==> src/rtl/multicycle_controller.sv <==
// multicycle_controller: control FSM for the 16-bit accumulator multicycle
// datapath. It decodes the IR contents and ZeroFlag and drives every datapath
// enable and select. Memory accesses (instruction fetch, load, store) wait for
// MemReady. An optional per-access timeout is set with MEM_TIMEOUT (0 = wait
// forever).
//
// Build option: define CTRL_ILLEGAL_TRAP_EN to route illegal opcodes to a TRAP
// state. TRAP forces PC to 0 and pulses IllegalOp. When the macro is not
// defined, an illegal opcode retires as a NOP from DECODE.
module multicycle_controller #(
  parameter int unsigned MEM_TIMEOUT = 0,
  parameter int unsigned TMO_W       = 8
) (
  input  logic        clk,
  input  logic        rst,
  input  logic [15:0] Instruction,
  input  logic        ZeroFlag,
  input  logic        MemReady,
  output logic        PCWrite,
  output logic        IRWrite,
  output logic        MemWrite,
  output logic        IorD,
  output logic        RegWrite,
  output logic        MemtoReg,
  output logic        RegDst,
  output logic [1:0]  PCSource,
  output logic [1:0]  ALUSrcB,
  output logic [2:0]  ALUOp,
  output logic        InstrDone,
  output logic        MemTimeout,
  output logic        IllegalOp
);

  typedef enum logic [3:0] {
    S_IDLE,
    S_FETCH,
    S_DECODE,
    S_MEM_RD,
    S_LD_WB,
    S_MEM_WR,
    S_JMP,
    S_BRZ,
    S_ALU_R,
    S_R_WB,
    S_ALU_I,
    S_I_WB
`ifdef CTRL_ILLEGAL_TRAP_EN
    , S_TRAP
`endif
  } state_t;

  // PC source selects
  localparam logic [1:0] PCS_INCR   = 2'd0;
  localparam logic [1:0] PCS_JUMP   = 2'd1;
  localparam logic [1:0] PCS_BRANCH = 2'd2;
`ifdef CTRL_ILLEGAL_TRAP_EN
  localparam logic [1:0] PCS_ZERO   = 2'd3;
`endif

  // ALU B-operand selects
  localparam logic [1:0] SRCB_REG  = 2'd0;
  localparam logic [1:0] SRCB_IMM  = 2'd1;
  localparam logic [1:0] SRCB_ZERO = 2'd2;

  // ALU operations
  localparam logic [2:0] ALU_ADD   = 3'b000;
  localparam logic [2:0] ALU_SUB   = 3'b001;
  localparam logic [2:0] ALU_AND   = 3'b010;
  localparam logic [2:0] ALU_OR    = 3'b011;
  localparam logic [2:0] ALU_NOT   = 3'b100;
  localparam logic [2:0] ALU_PASSB = 3'b101;

  // C-type function codes
  localparam logic [2:0] FN_MOVETO   = 3'b000;
  localparam logic [2:0] FN_MOVEFROM = 3'b001;
  localparam logic [2:0] FN_ADD      = 3'b010;
  localparam logic [2:0] FN_SUB      = 3'b011;
  localparam logic [2:0] FN_AND      = 3'b100;
  localparam logic [2:0] FN_OR       = 3'b101;
  localparam logic [2:0] FN_NOT      = 3'b110;

  localparam logic [TMO_W-1:0] TMO_LIMIT = TMO_W'(MEM_TIMEOUT);

  state_t           state;
  state_t           state_next;
  logic [TMO_W-1:0] wait_cnt;
  logic             mem_access;
  logic             timeout;

  logic [3:0] opcode;
  logic [2:0] func;
  logic       unused_fields;

  assign opcode        = Instruction[15:12];
  assign func          = Instruction[2:0];
  // Register and address fields feed the datapath directly, not this FSM.
  assign unused_fields = ^Instruction[11:3];

  // Access in progress whose wait cycles are counted.
  assign mem_access = (state == S_FETCH) || (state == S_MEM_RD) || (state == S_MEM_WR);

  // A ready memory takes priority over a timeout in the same cycle.
  assign timeout = (MEM_TIMEOUT != 0) && mem_access && !MemReady && (wait_cnt == TMO_LIMIT);

  // State register and per-access wait counter.
  // NOTE: sequential state uses non-blocking assignments so every register
  // samples the pre-edge value of every other register.
  always_ff @(posedge clk) begin
    if (!rst) begin
      state    <= S_IDLE;
      wait_cnt <= '0;
    end else begin
      state <= state_next;
      if ((state_next != state) || timeout) begin
        wait_cnt <= '0;
      end else if (mem_access && !MemReady && (wait_cnt != '1)) begin
        wait_cnt <= wait_cnt + 1'b1;
      end
    end
  end

  // Next-state decode and the combinational control outputs (forced low in reset).
  // NOTE: every signal gets a default before the case so that no path
  // leaves a value unassigned, which would infer a latch.
  always_comb begin
    state_next = state;
    PCWrite    = 1'b0;
    IRWrite    = 1'b0;
    MemWrite   = 1'b0;
    IorD       = 1'b0;
    RegWrite   = 1'b0;
    MemtoReg   = 1'b0;
    RegDst     = 1'b0;
    PCSource   = PCS_INCR;
    ALUSrcB    = SRCB_REG;
    ALUOp      = ALU_ADD;
    InstrDone  = 1'b0;
    MemTimeout = 1'b0;
    IllegalOp  = 1'b0;

    if (rst) begin
      case (state)
        S_IDLE: state_next = S_FETCH;

        S_FETCH: begin
          if (MemReady) begin
            IRWrite    = 1'b1;
            PCWrite    = 1'b1;
            PCSource   = PCS_INCR;
            state_next = S_DECODE;
          end else if (timeout) begin
            // Retry the fetch at the same PC with a fresh wait budget.
            MemTimeout = 1'b1;
          end
        end

        S_DECODE: begin
          case (opcode)
            4'b0000: state_next = S_MEM_RD;
            4'b0001: state_next = S_MEM_WR;
            4'b0010: state_next = S_JMP;
            4'b0100: state_next = S_BRZ;
            4'b1000: state_next = S_ALU_R;
            4'b1100, 4'b1101, 4'b1110, 4'b1111: state_next = S_ALU_I;
            default: begin
`ifdef CTRL_ILLEGAL_TRAP_EN
              state_next = S_TRAP;
`else
              InstrDone  = 1'b1;
              state_next = S_FETCH;
`endif
            end
          endcase
        end

        S_MEM_RD: begin
          IorD = 1'b1;
          if (MemReady) begin
            state_next = S_LD_WB;
          end else if (timeout) begin
            MemTimeout = 1'b1;
            state_next = S_FETCH;
          end
        end

        S_LD_WB: begin
          MemtoReg   = 1'b1;
          RegWrite   = 1'b1;
          InstrDone  = 1'b1;
          state_next = S_FETCH;
        end

        S_MEM_WR: begin
          IorD     = 1'b1;
          MemWrite = 1'b1;
          if (MemReady) begin
            InstrDone  = 1'b1;
            state_next = S_FETCH;
          end else if (timeout) begin
            // The abandoned store must not write in its final cycle.
            MemWrite   = 1'b0;
            MemTimeout = 1'b1;
            state_next = S_FETCH;
          end
        end

        S_JMP: begin
          PCSource   = PCS_JUMP;
          PCWrite    = 1'b1;
          InstrDone  = 1'b1;
          state_next = S_FETCH;
        end

        S_BRZ: begin
          ALUSrcB    = SRCB_ZERO;
          ALUOp      = ALU_SUB;
          PCSource   = PCS_BRANCH;
          PCWrite    = ZeroFlag;
          InstrDone  = 1'b1;
          state_next = S_FETCH;
        end

        S_ALU_R: begin
          state_next = S_R_WB;
          case (func)
            FN_MOVETO: begin
              ALUSrcB = SRCB_ZERO;
              ALUOp   = ALU_ADD;
            end
            FN_MOVEFROM: ALUOp = ALU_PASSB;
            FN_ADD:      ALUOp = ALU_ADD;
            FN_SUB:      ALUOp = ALU_SUB;
            FN_AND:      ALUOp = ALU_AND;
            FN_OR:       ALUOp = ALU_OR;
            FN_NOT:      ALUOp = ALU_NOT;
            default: begin
              // func 111 is a NOP and retires without a write-back.
              InstrDone  = 1'b1;
              state_next = S_FETCH;
            end
          endcase
        end

        S_R_WB: begin
          RegWrite   = 1'b1;
          RegDst     = (func == FN_MOVETO);
          InstrDone  = 1'b1;
          state_next = S_FETCH;
        end

        S_ALU_I: begin
          ALUSrcB    = SRCB_IMM;
          ALUOp      = {1'b0, opcode[1:0]};
          state_next = S_I_WB;
        end

        S_I_WB: begin
          RegWrite   = 1'b1;
          InstrDone  = 1'b1;
          state_next = S_FETCH;
        end

`ifdef CTRL_ILLEGAL_TRAP_EN
        S_TRAP: begin
          PCSource   = PCS_ZERO;
          PCWrite    = 1'b1;
          IllegalOp  = 1'b1;
          state_next = S_FETCH;
        end
`endif

        default: state_next = S_IDLE;
      endcase
    end
  end

endmodule
==> config.mk <==
export PLATFORM = sky130hd
export DESIGN_NAME = multicycle_controller
export DESIGN_NICKNAME = d
export VERILOG_FILES = /design/src/rtl/multicycle_controller.sv
export SDC_FILE = /design/constraint.sdc
export NUM_CORES = 1
export LEC_CHECK = 0
export BUFFER_PORTS_ARGS = -buffer_cell sky130_fd_sc_hd__buf_2
export CORE_MARGIN = 2
export CORE_UTILIZATION = 41
export CTS_BUF_LIST = sky130_fd_sc_hd__clkbuf_8
export DETAILED_ROUTE_END_ITERATION = 8
export PLACE_DENSITY = 0.87
export SLEW_MARGIN = 15
export SYNTH_ARGS = -nofsm -noshare
export SYNTH_HDL_FRONTEND = slang
export SYNTH_SLANG_ARGS = --single-unit
==> constraint.sdc <==
create_clock -name clk -period 1.14 [get_ports clk]
set_input_delay 0.114 -clock clk [delete_from_list [all_inputs] [get_ports clk]]
set_output_delay 0.114 -clock clk [all_outputs]
set_load 0.02 [all_outputs]
**After elaboration in Yosys (flattened, before gate mapping)**

Index checks and enable logic that the tools add are counted.

- Register bits after elaboration: 4
- Bits of input ports: 20
- Output and inout port bits: 17
- Word-level logic and storage cells: 73

- Equality and inequality tests: 28
- Multiplexer cells: 33
- Reduce and logical (&&, ||, !) cells: 11

Operators with widths:

| kind | count |
|---|---|
| 4-bit == test, second input constant | 9 |
| 4-bit case mux with 7 select lines | 1 |
| 4-bit case mux with 6 select lines | 1 |
| 4-bit by 3-bit == test with 1-bit output, second input constant | 5 |
| 1-bit 2-to-1 mux | 17 |
| 4-bit 2-to-1 mux | 4 |
| 3-bit case mux with 5 select lines | 1 |
| 4-bit by 2-bit == test with 1-bit output, second input constant | 3 |
| 3-bit == test, second input constant | 3 |
| 3-bit case mux with 3 select lines | 1 |
| 9-bit OR reduction | 1 |
| 4-bit by 1-bit == test with 1-bit output, second input constant | 2 |
| 4-bit zero test | 2 |
| 7-bit OR reduction | 1 |
| 3-bit by 2-bit == test with 1-bit output, second input constant | 2 |
| 2-bit 2-to-1 mux | 3 |
| 2-bit != test, second input constant | 3 |
| 2-bit case mux with 3 select lines | 1 |
| 6-bit OR reduction | 1 |
| 5-bit OR reduction | 1 |
| 1-bit case mux with 4 select lines | 1 |
| 2-bit case mux with 2 select lines | 1 |
| 4-bit OR reduction | 1 |
| 3-bit by 1-bit == test with 1-bit output, second input constant | 1 |
| 6 further kinds | 6 |

**Logic depth before layout (Yosys ltp)**

Gate-level depths: netlist of run 1.

- Word-level depth: 5
- Mapped depth: 5

**Worst setup path before layout of run 1**

No wires, ideal clock.

- Kind: reg2out
- Start point: reg state[1]
- End point: out IorD
- Arrival: 1.394 ns
- Required time: 1.026 ns
- Path slack: -0.368 ns
- Cell stages (with the launch flop): 4
- Buffers on the path: 1
- Path through: dfxtp_1 -> buf_4 -> xnor2_1 -> nor4b_1

- Cells in the longest elaborated chain, start to end: 4

Ends and longest elaborated chain:

| what | line | text |
|---|---|---|
| start: declaration | 84 | `state_t state;` |
| start signal: assignment | 113 | `state <= state_next;` |
| 4-bit by 2-bit == test with 1-bit output / 4-bit by 3-bit == test with 1-bit output (equally long branches) | 142 | `case (state)` |
| 2-bit OR reduction (no source line) * | -- |  |
| 1-bit 2-to-1 mux * | 142 |  |
| 1-bit 2-to-1 mux * | 141 | `if (rst) begin` |
| end: declaration | 22 | `output logic IorD,` |

Every way passes the cells marked *; elsewhere a longest branch is shown, timed or not.

**Worst setup path in the final report of run 1**

- Start point: reg state[2]
- End point: out ALUOp[0]

- Cells in the longest elaborated chain, start to end: 3

Ends and longest elaborated chain:

| what | line | text |
|---|---|---|
| 4-bit == test / 4-bit by 3-bit == test with 1-bit output (equally long branches) | 142 |  |
| 3-bit case mux with 3 select lines * | 142 |  |
| 3-bit 2-to-1 mux * | 141 |  |
| end: declaration | 28 | `output logic [2:0] ALUOp,` |

Marks and branches as above.

==> flow_metrics.py, run 1 <==
metrics = {
    "cts": {
        "cts_tree": "done",
        "cts-hold-fix-buffers": 0,
        "clock_sinks": 4,
        "cts_root_buffer": "clkbuf_8",
        "clockBufferDepth": 2,
        "numCtsBuffers": 3,
        "h-tree-depth": 1,
        "path_clk_slew_ps": 30,
        "clk_latency_ps": 220,
    },
    "placed_design": {
        "port_buffers": 25,
        "place.gp.congestion": 0.787,
        "hpwl_um": 1710,
    },
    "setup_path": {
        "worst-endpoint-arrival_ps": 1550,
        "path_class": "reg -> out",
        "critPathLaunchType": "flop",
        "worstPathCellList": "nand2b_4, nor3_4, a32oi_2, nor2_2, buf_6",
        "slowest_delay_ps": 350,
        "critPathBufInv": 1,
        "critPathCaptureType": "output port",
        "cp_max_fo": 5,
        "worstPathRequired_ps": 1030,
        "slowest_stage": "dfxtp_4",
        "crit_family": "simple AND/OR/NAND/NOR gates",
    },
    "drt": {
        "num_vias": 1037,
        "firstDrtPassIters": 4,
        "drc": 0,
        "drt-initial-drc-count": 45,
        "vias_per_cell": 6.61,
        "routed_wl_um": 3620,
        "drtAntennaViolNets": 0,
        "detail_route.wl_per_cell_um": 23.0,
    },
    "pwr": {
        "finalPower_uw": 866,
        "peakVddDrop_uv": 1030,
        "total_leakage_power_nw": 0.550,
        "p_per_area_nw_per_um2": 633,
    },
    "global_route": {
        "grt_pass1_wl_um": 4530,
        "antenna_found_initial": 0,
        "grt_overflow": 0,
        "track_usage": 0.325,
        "grt_max_degree": 10,
        "grt_pass1_vias": 957,
    },
    "final_layout": {
        "largest_register": "state",
        "layout_commonest_cell": "buf_4",
        "largest_reg_flops": 4,
        "top_regs": "state: 4 flops",
        "num_antenna_cells": 0,
        "final_cell_mix": "20 x buf_4, 19 x buf_6, 11 x buf_2",
        "utilization": 0.908,
        "final_nets": 163,
        "drive_gt1_frac": 0.674,
        "syn2layout_area_growth_pct": 106,
    },
    "timing": {
        "hold_violations": 0,
        "fmax_mhz": 601,
        "clock_skew_ps": 1.55,
        "final-setup-viol-count": 19,
        "rsz0062_at_grt": "yes",
        "min_period_ps": 1660,
        "slew_violations": 0,
        "setup_slack_ps": -523,
        "finalCritPeriodShare": 1.46,
    },
    "run_status": {
        "violations": "negative setup slack",
        "outcome": "finished, violations left",
    },
    "synthesis": {
        "synth.distinct_cells": 41,
        "syn_area_per_cell_um2": 6.98,
        "synth_seq_area_share": 0.121,
        "yosys_warnings": 0,
        "synthArstFlopShare": 0,
        "netlist_area_um2": 663,
        "synth_flop_cell": "dfxtp_1",
        "postSynthCellCount": 95,
        "synth-edff-count": 0,
        "synth_seq_cells": 4,
    },
    "die": {
        "die_w_um": 44.2,
        "pin_count": 37,
        "dieArea_um2": 1950,
        "initial_utilization": 0.440,
        "core_um2": 1510,
        "die_y_um": 44.2,
        "num_rows": 14,
    },
    "worst_hold_path": {
        "min_path_type": "in -> reg",
    },
    "flow_run": {
        "max-cap-violations": 0,
    },
}
cell usage after synthesis (2+ instances only):
cell	n	area [um2]
buf_2	3	15.0
o21ai_1	3	15.0
nand2b_1	4	25.0
nor2_1	13	48.8
nor3b_2	2	25.0
o21bai_1	2	15.0
dfxtp_1	4	80.1
o21ai_0	6	30.0
buf_6	2	22.5
o211ai_1	2	15.0
clkbuf_1	2	7.51
nand2_1	9	33.8
and4_1	2	17.5
nor2b_1	3	18.8
a32oi_1	2	17.5
nor3_1	2	10.0
and3b_1	2	17.5
buf_4	3	22.5
a211oi_1	2	15.0
a21boi_1	2	15.0
xnor2_1	2	17.5
and3_1	2	12.5
a21oi_1	3	15.0
kinds of logic after synthesis:
| kind of cell | count (synthesis) | synth area share |
|---|---|---|
| and+or+nand+nor | 46 | 0.421 |
| xor gates and xnor gates | 3 | 0.0396 |
| buffers and inverters | 12 | 0.113 |
| AOI/OAI and AO/OA | 28 | 0.285 |
| other | 1 | 0.00565 |
| DFF | 4 | 0.121 |
| muxes | 1 | 0.0151 |
final cells by class:
cell class	instances	area, um2
multi-input combinational	80	742
timing repair buffer	52	459
fill	54	139
sequential	4	95.1
clock buffer	3	41.3
tap	16	20.0
inverter	2	10.0
worst paths after layout:
check	startpoint	to	slack [ps]	cells after the start
max	state[2]	ALUOp[0]	-520	5
min	rst	state[1]	310	2
max reg2reg	state[2]	state[0]	-290	6
min reg2reg	state[2]	state[1]	610	2
worst reg2reg max path, stage by stage (launching register included):
cell	delay, ps
dfxtp_4	350
buf_4	160
nor4b_4	310
nand2_2	120
buf_6	130
o21bai_1	150
a21oi_1	130
power breakdown:
group          switching (mW)  internal (mW)  total [mW]
Sequential             0.0195          0.145       0.165
Clock                  0.0752          0.225       0.300
Combinational           0.211          0.190       0.401
stage by stage:
stage / worst slack [ps] / TNS (ps) / cell area, um2 / hold slack [ps] / std cells
after floorplan: -51.7 / -175 / 751 / 344 / 96
after global placement: -173 / -1410 / 975 / 474 / 144
after detailed placement: -233 / -2290 / 975 / 486 / 144
after CTS: -380 / -4400 / 1260 / 291 / 153
after global routing: -560 / -6630 / 1370 / 308 / 157
final: -523 / -5880 / 1370 / 312 / 157
timing repair:
item / in CTS / in global routing
pin swaps: 12 / 10
resized for setup: 53 / 16
setup endpoints to repair: 19 / 19
buffers inserted: 6 / 4
routing by layer:
layer / GRT usage / up-vias / wire length, um
li1: - / 436 / -
met1: 0.345 / 487 / 1250
met2: 0.579 / 90 / 1780
met3: 0.0571 / 24 / 343
met4: 0.218 / 0 / 236
met5: 0 / - / 0
No activity file was read; power rests on OpenSTA's default activity.
==> inputs of run 2 (changes only) <==
CTS_CLUSTER_DIAMETER = 80   (was unset)
PLACE_DENSITY = 0.79   (was 0.87)
==> run 2 against run 1 <==
Effect of this change: the flow still finishes with violations (negative setup slack); utilization grew 0.42 points; first-iteration DRC count decreased by 29%; total power is 1.5% higher; sequential cell count unchanged; non-clock buffer count grew 3; worst setup slack better by 60 ps; critical endpoint unchanged; largest power group unchanged; highest routed layer unchanged.
==> flow_metrics.py, run 2 (synthesis gave the netlist of run 1 again) <==
metrics = {
    "timing": {
        "clock_skew_ps": 7.00,
        "slew_violations": 0,
        "hold_ws_ps": 309,
        "finalCritPeriodShare": 1.41,
        "hold_violations": 0,
        "final-setup-viol-count": 19,
        "fmax_mhz": 624,
        "min_period_ps": 1600,
        "tns_ps": -5460,
        "setup_slack_ps": -462,
        "rsz0062_at_grt": "yes",
    },
    "setup_path": {
        "reg2reg_from": "state[0]",
        "r2r_slack_ps": -260,
        "r2r_cells": 5,
        "critPathLaunchType": "flop",
        "worstPathRequired_ps": 1030,
        "cp_max_fo": 6,
        "timing.rr.end": "state[0]",
        "worst-endpoint-arrival_ps": 1490,
        "critPathCaptureType": "output port",
        "path_class": "reg -> out",
    },
    "pwr": {
        "finalPower_uw": 879,
        "p_sw_uw": 302,
        "pwr-share-seq": 0.189,
        "p_per_area_nw_per_um2": 640,
        "p_comb_frac": 0.473,
        "clkPwrFrac": 0.338,
        "total_leakage_power_nw": 0.562,
        "p_sw_frac": 0.343,
        "peakVddDrop_uv": 1130,
        "power.internal_uw": 577,
    },
    "die": {
        "pin_count": 37,
        "num_rows": 14,
        "die_y_um": 44.2,
        "dieArea_um2": 1950,
        "initial_utilization": 0.440,
        "core_um2": 1510,
        "die_w_um": 44.2,
    },
    "worst_hold_path": {
        "min_from": "Instruction[15]",
        "hold_depth": 3,
        "min_path_type": "in -> reg",
        "whs_endpoint": "state[3]",
    },
    "drt": {
        "firstDrtPassIters": 4,
        "drc": 0,
        "vias_per_cell": 6.36,
        "detail_route.wl_per_cell_um": 20.5,
        "num_vias": 1018,
        "routed_wl_um": 3280,
        "drt-initial-drc-count": 32,
        "drtAntennaViolNets": 0,
    },
    "cts": {
        "clockBufferDepth": 2,
        "path_clk_slew_ps": 30,
        "clock_sinks": 4,
        "numCtsBuffers": 3,
        "h-tree-depth": 1,
        "cts-hold-fix-buffers": 0,
        "cts_root_buffer": "clkbuf_8",
        "clk_latency_ps": 220,
        "cts_tree": "done",
    },
    "final_layout": {
        "num_antenna_cells": 0,
        "largest_reg_flops": 4,
        "final_nets": 166,
        "drive_gt1_frac": 0.674,
        "layout_commonest_cell": "buf_4",
        "largest_register": "state",
        "syn2layout_area_growth_pct": 107,
        "top_regs": "state: 4 flops",
        "final_cell_mix": "22 x buf_4, 21 x buf_6, 10 x buf_2",
        "utilization": 0.912,
    },
    "run_status": {
        "violations": "negative setup slack",
        "outcome": "finished, violations left",
    },
    "global_route": {
        "grt_pass1_wl_um": 4370,
        "track_usage": 0.305,
        "grt_max_degree": 12,
        "antenna_found_initial": 0,
        "grt_pass1_vias": 944,
        "grt_overflow": 0,
    },
    "flow_run": {
        "max-cap-violations": 0,
    },
    "placed_design": {
        "place.gp.congestion": 0.883,
        "place_ws_ps": -203,
        "port_buffers": 25,
        "hpwl_um": 1640,
    },
}
-- run 2: cell types whose count changed in the layout (fill, tap and decap cells not counted), moves of 2 or more --
cell	before	now
buf_6	19	21
buf_4	20	22
a32oi_1	0	2
a32oi_2	2	0
-- run 2: worst max-delay path, cell delays in order, from the launching register on --
cell and delay [ps]:
dfxtp_4 360, buf_4 180, nor3_4 280, a32oi_1 190, nor2_2 140, buf_6 130
-- run 2: layer usage --
metal	part of all wire	global-route usage	vias to the layer above
met4	0.040	0.0485	0
met2	0.54	0.588	66
met1	0.35	0.339	492
met5	0	0	-
li1	-	-	443
met3	0.073	0.0735	17
-- run 2: how the worst max path moves through the flow --
stage	from	end	slack [ps]	cells after the start
floorplan	state[0]	ALUOp[0]	-50	5
global placement	state[1]	InstrDone	-180	5
detailed placement	state[2]	state[0]	-200	5
CTS	state[1]	InstrDone	-380	5
global route	state[1]	ALUOp[0]	-490	5
finish	state[1]	ALUOp[0]	-460	5
-- run 2: cell type report --
cell class	instances	area (um2)
Fill cell	64	133
Timing Repair Buffer	55	487
Sequential cell	4	95.1
Inverter	2	10.0
Clock buffer	3	41.3
Tap cell	16	20.0
Multi-Input combinational cell	80	721
-- run 2: what timing repair did --
item | 4_1_cts | 5_1_grt
setup endpoints to repair | 19 | 19
gates resized for setup | 54 | 22
pin swaps | 13 | 18
buffers inserted | 5 | 6
gates cloned | 1 | 0
-- run 2: through the flow --
stage	instance area, um2	instances
detailed placement	1000	149
global placement	1000	149
finish	1370	160
floorplan	751	96
CTS	1310	158
global route	1370	160
-- run 2: power by group through the flow --
stage / registers, mW / logic, mW / clock network, mW
CTS: 0.167 / 0.379 / 0.304
global route: 0.166 / 0.432 / 0.322
floorplan: 0.164 / 0.168 / 0
global placement: 0.164 / 0.278 / 0
finish: 0.166 / 0.416 / 0.297
detailed placement: 0.165 / 0.286 / 0
==> inputs of run 3 (changes only) <==
--- a/config.mk
+++ b/config.mk
@@ -12,5 +12,5 @@
 export CTS_CLUSTER_DIAMETER = 80
 export DETAILED_ROUTE_END_ITERATION = 8
-export PLACE_DENSITY = 0.79
+export PLACE_DENSITY_LB_ADDON = 0.05
 export SLEW_MARGIN = 15
 export SYNTH_ARGS = -nofsm -noshare
==> constraint.sdc (replaced) <==
create_clock -name clk -period 1.14 [get_ports clk]
set_input_delay 0.114 -clock clk [delete_from_list [all_inputs] [get_ports clk]]
set_output_delay 0.114 -clock clk [all_outputs]
set_load 0.1 [all_outputs]
==> run 3 against run 2 <==
Effect of this change: the flow now stops in clock tree synthesis; synthesized cell count unchanged; area after synthesis is the same.
==> flow_metrics.py, run 3 <==
metrics = {
    "run_status": {
        "outcome": "did not finish",
        "haltStage": "clock tree synthesis",
        "firstError": "[ERROR DPL-0038] Utilization greater than 100%, impossible to legalize",
    },
    "placed_design": {
        "hpwl_um": 1940,
        "post_dp_cell_area_um2": 1320,
        "place.gp.congestion": 0.786,
        "port_buffers": 25,
    },
    "synthesis": {
        "synth_flop_cell": "dfxtp_1",
        "synth.top_cell.area_share": 0.121,
        "synth_commonest_cells": "13 x nor2_1, 9 x nand2_1, 6 x o21ai_0, 4 x dfxtp_1, 4 x nand2b_1",
        "postSynthCellCount": 95,
        "yosysTopAreaCell": "dfxtp_1",
        "netlist_area_um2": 663,
        "syn_area_per_cell_um2": 6.98,
        "synth-edff-count": 0,
        "synth.distinct_cells": 41,
        "synth_seq_cells": 4,
        "synth_seq_area_share": 0.121,
        "synthTopCellsByArea": "dfxtp_1 12%, nor2_1 7.4%, nand2_1 5.1%",
        "synthArstFlopShare": 0,
        "synth.most_common_cell": "nor2_1",
        "yosys_warnings": 0,
    },
    "cts": {
        "clock_sinks": 4,
        "cts_root_buffer": "clkbuf_8",
        "numCtsBuffers": 3,
        "h-tree-depth": 1,
        "post_cts_buffers": 12,
        "cts-resized-gates": 27,
        "clockBufferDepth": 2,
        "cts-hold-fix-buffers": 0,
    },
    "die": {
        "die_y_um": 44.2,
        "num_rows": 14,
        "die_w_um": 44.2,
        "initial_utilization": 0.440,
        "pin_count": 37,
    },
}
[run 3: cell counts after synthesis]
Identical to the previous run, type by type.
[run 3: cells by family after synthesis]
group / count (synthesis) / share of synthesized area
muxes: 1 / 0.0151
AOI/OAI and AO/OA: 28 / 0.285
other: 1 / 0.00565
DFF: 4 / 0.121
and+or+nand+nor: 46 / 0.421
buffers and inverters: 12 / 0.113
xor gates and xnor gates: 3 / 0.0396
[run 3: through the flow]
step | TNS (ps) | setup WS [ps] | instances
after floorplan | -4480 | -692 | 96
after detailed placement | -4370 | -401 | 150
after global placement | -3370 | -307 | 150
==> inputs of run 4 (changes only) <==
CORE_AREA = 2 2 63 65   (was unset)
CORE_MARGIN = unset   (was 2)
CORE_UTILIZATION = unset   (was 41)
CTS_BUF_LIST = unset   (was sky130_fd_sc_hd__clkbuf_8)
CTS_CLUSTER_DIAMETER = unset   (was 80)
DIE_AREA = 0 0 65 67   (was unset)
PLACE_DENSITY_LB_ADDON = 0.15   (was 0.05)
clock period = 1.5 ns   (was 1.14 ns; I/O delays follow)
==> run 4 against run 3 <==
Effect of this change: the flow now finishes, with violations (negative setup slack).
==> flow_metrics.py, run 4 (synthesis gave the netlist of run 1 again) <==
metrics = {
    "pwr": {
        "pwr-share-seq": 0.187,
        "finalPower_uw": 683,
        "peakVddDrop_uv": 291,
        "p_sw_frac": 0.373,
        "total_leakage_power_nw": 0.571,
        "p_sw_uw": 255,
        "power.internal_uw": 428,
        "p_comb_frac": 0.452,
        "p_per_area_nw_per_um2": 450,
        "clkPwrFrac": 0.362,
    },
    "global_route": {
        "track_usage": 0.114,
        "grt_overflow": 0,
        "grt_pass1_wl_um": 3890,
        "antenna_found_initial": 0,
        "grt_max_degree": 13,
        "grt_pass1_vias": 843,
    },
    "run_status": {
        "violations": "negative setup slack",
        "outcome": "finished, violations left",
    },
    "placed_design": {
        "place_ws_ps": 12.0,
        "port_buffers": 25,
        "hpwl_um": 1640,
        "post_dp_cell_area_um2": 1240,
        "place_inst": 170,
        "place.gp.congestion": 0.715,
    },
    "drt": {
        "detail_route.wl_per_cell_um": 13.1,
        "num_vias": 833,
        "routed_wl_um": 2420,
        "vias_per_cell": 4.50,
        "drc": 0,
        "drt-initial-drc-count": 12,
        "drtAntennaViolNets": 0,
        "firstDrtPassIters": 2,
    },
    "setup_path": {
        "worstPathRequired_ps": 1350,
        "critPathCaptureType": "output port",
        "critPathLaunchType": "flop",
        "path_class": "reg -> out",
        "worst-endpoint-arrival_ps": 1510,
        "cp_max_fo": 6,
    },
    "worst_hold_path": {
        "min_path_type": "in -> reg",
    },
    "timing": {
        "slew_violations": 0,
        "fmax_mhz": 602,
        "tightest_slew_ps": 601,
        "slew-limit-headroom": 0.594,
        "min_period_ps": 1660,
        "final-setup-viol-count": 9,
        "clock_skew_ps": 4.59,
        "setup_slack_ps": -160,
        "finalCritPeriodShare": 1.11,
        "rsz0062_at_grt": "yes",
        "hold_violations": 0,
    },
    "final_layout": {
        "layout_commonest_cell": "buf_12",
        "drive_gt1_frac": 0.657,
        "final_cell_mix": "16 x buf_12, 15 x buf_4, 10 x buf_2",
        "final_nets": 158,
        "largest_reg_flops": 4,
        "stdcell_count": 185,
        "num_antenna_cells": 0,
        "top_regs": "state: 4 flops",
        "largest_register": "state",
        "utilization": 0.421,
        "finish.instance_area_um2": 1520,
        "syn2layout_area_growth_pct": 129,
    },
    "die": {
        "core_um2": 3610,
        "num_rows": 22,
        "initial_utilization": 0.184,
        "dieArea_um2": 4360,
        "die_w_um": 65,
        "die_y_um": 67,
        "pin_count": 37,
    },
    "cts": {
        "path_clk_slew_ps": 40,
        "numCtsBuffers": 3,
        "clock_sinks": 4,
        "clk_latency_ps": 220,
        "cts_tree": "done",
        "cts_root_buffer": "clkbuf_8",
        "h-tree-depth": 1,
        "clockBufferDepth": 2,
        "cts-hold-fix-buffers": 0,
    },
    "flow_run": {
        "max-cap-violations": 0,
    },
}
==> run 4: path summary, 6_finish.rpt <==
check / startpoint / end / slack [ps] / depth (start not counted)
setup / recovery: state[1] / ALUOp[1] / -160 / 5
hold / removal: rst / state[0] / 280 / 3
setup reg to reg: state[2] / state[2] / 80 / 6
hold reg to reg: state[0] / state[0] / 670 / 3
==> run 4: what timing repair did <==
action	4_1_cts	5_1_grt
setup endpoints to repair	13	13
resized for setup	19	9
cloned	1	0
pin swaps	8	13
setup buffers	5	5
==> run 4: power groups by stage <==
stage | combinational [mW] | sequential [mW] | clock (mW)
after detailed placement | 0.258 | 0.133 | 0
after global routing | 0.328 | 0.129 | 0.259
after global placement | 0.257 | 0.133 | 0
after CTS | 0.291 | 0.126 | 0.251
final | 0.309 | 0.127 | 0.247
after floorplan | 0.192 | 0.125 | 0
==> run 4: metrics by stage <==
stage | hold slack, ps | TNS (ps)
6_report | 276 | -1050
5_1_grt | 305 | -1610
4_1_cts | 273 | -819
3_5_place_dp | 510 | 0
3_3_place_gp | 507 | 0
2_1_floorplan | 380 | -760
==> run 4: critical path, cell delays in order (launching register included) <==
cell and delay, ps:
dfxtp_4 360, buf_6 140, nor3_4 290, a32oi_2 170, nor2_4 140, buf_12 180
==> run 4: cell type report <==
type | instances | area (um2)
Clock buffer | 4 | 45.0
Fill cell | 362 | 2090
Inverter | 2 | 7.51
Multi-Input combinational cell | 80 | 732
Sequential cell | 4 | 95.1
Tap cell | 48 | 60.1
Timing Repair Buffer | 47 | 579
==> run 4: routing by layer <==
metal	global-route usage	share of wire	wire, um
met3	0.0203	0.036	88
met1	0.131	0.40	968
met4	0.0399	0.0079	19
met2	0.211	0.56	1340
met5	0	0	0
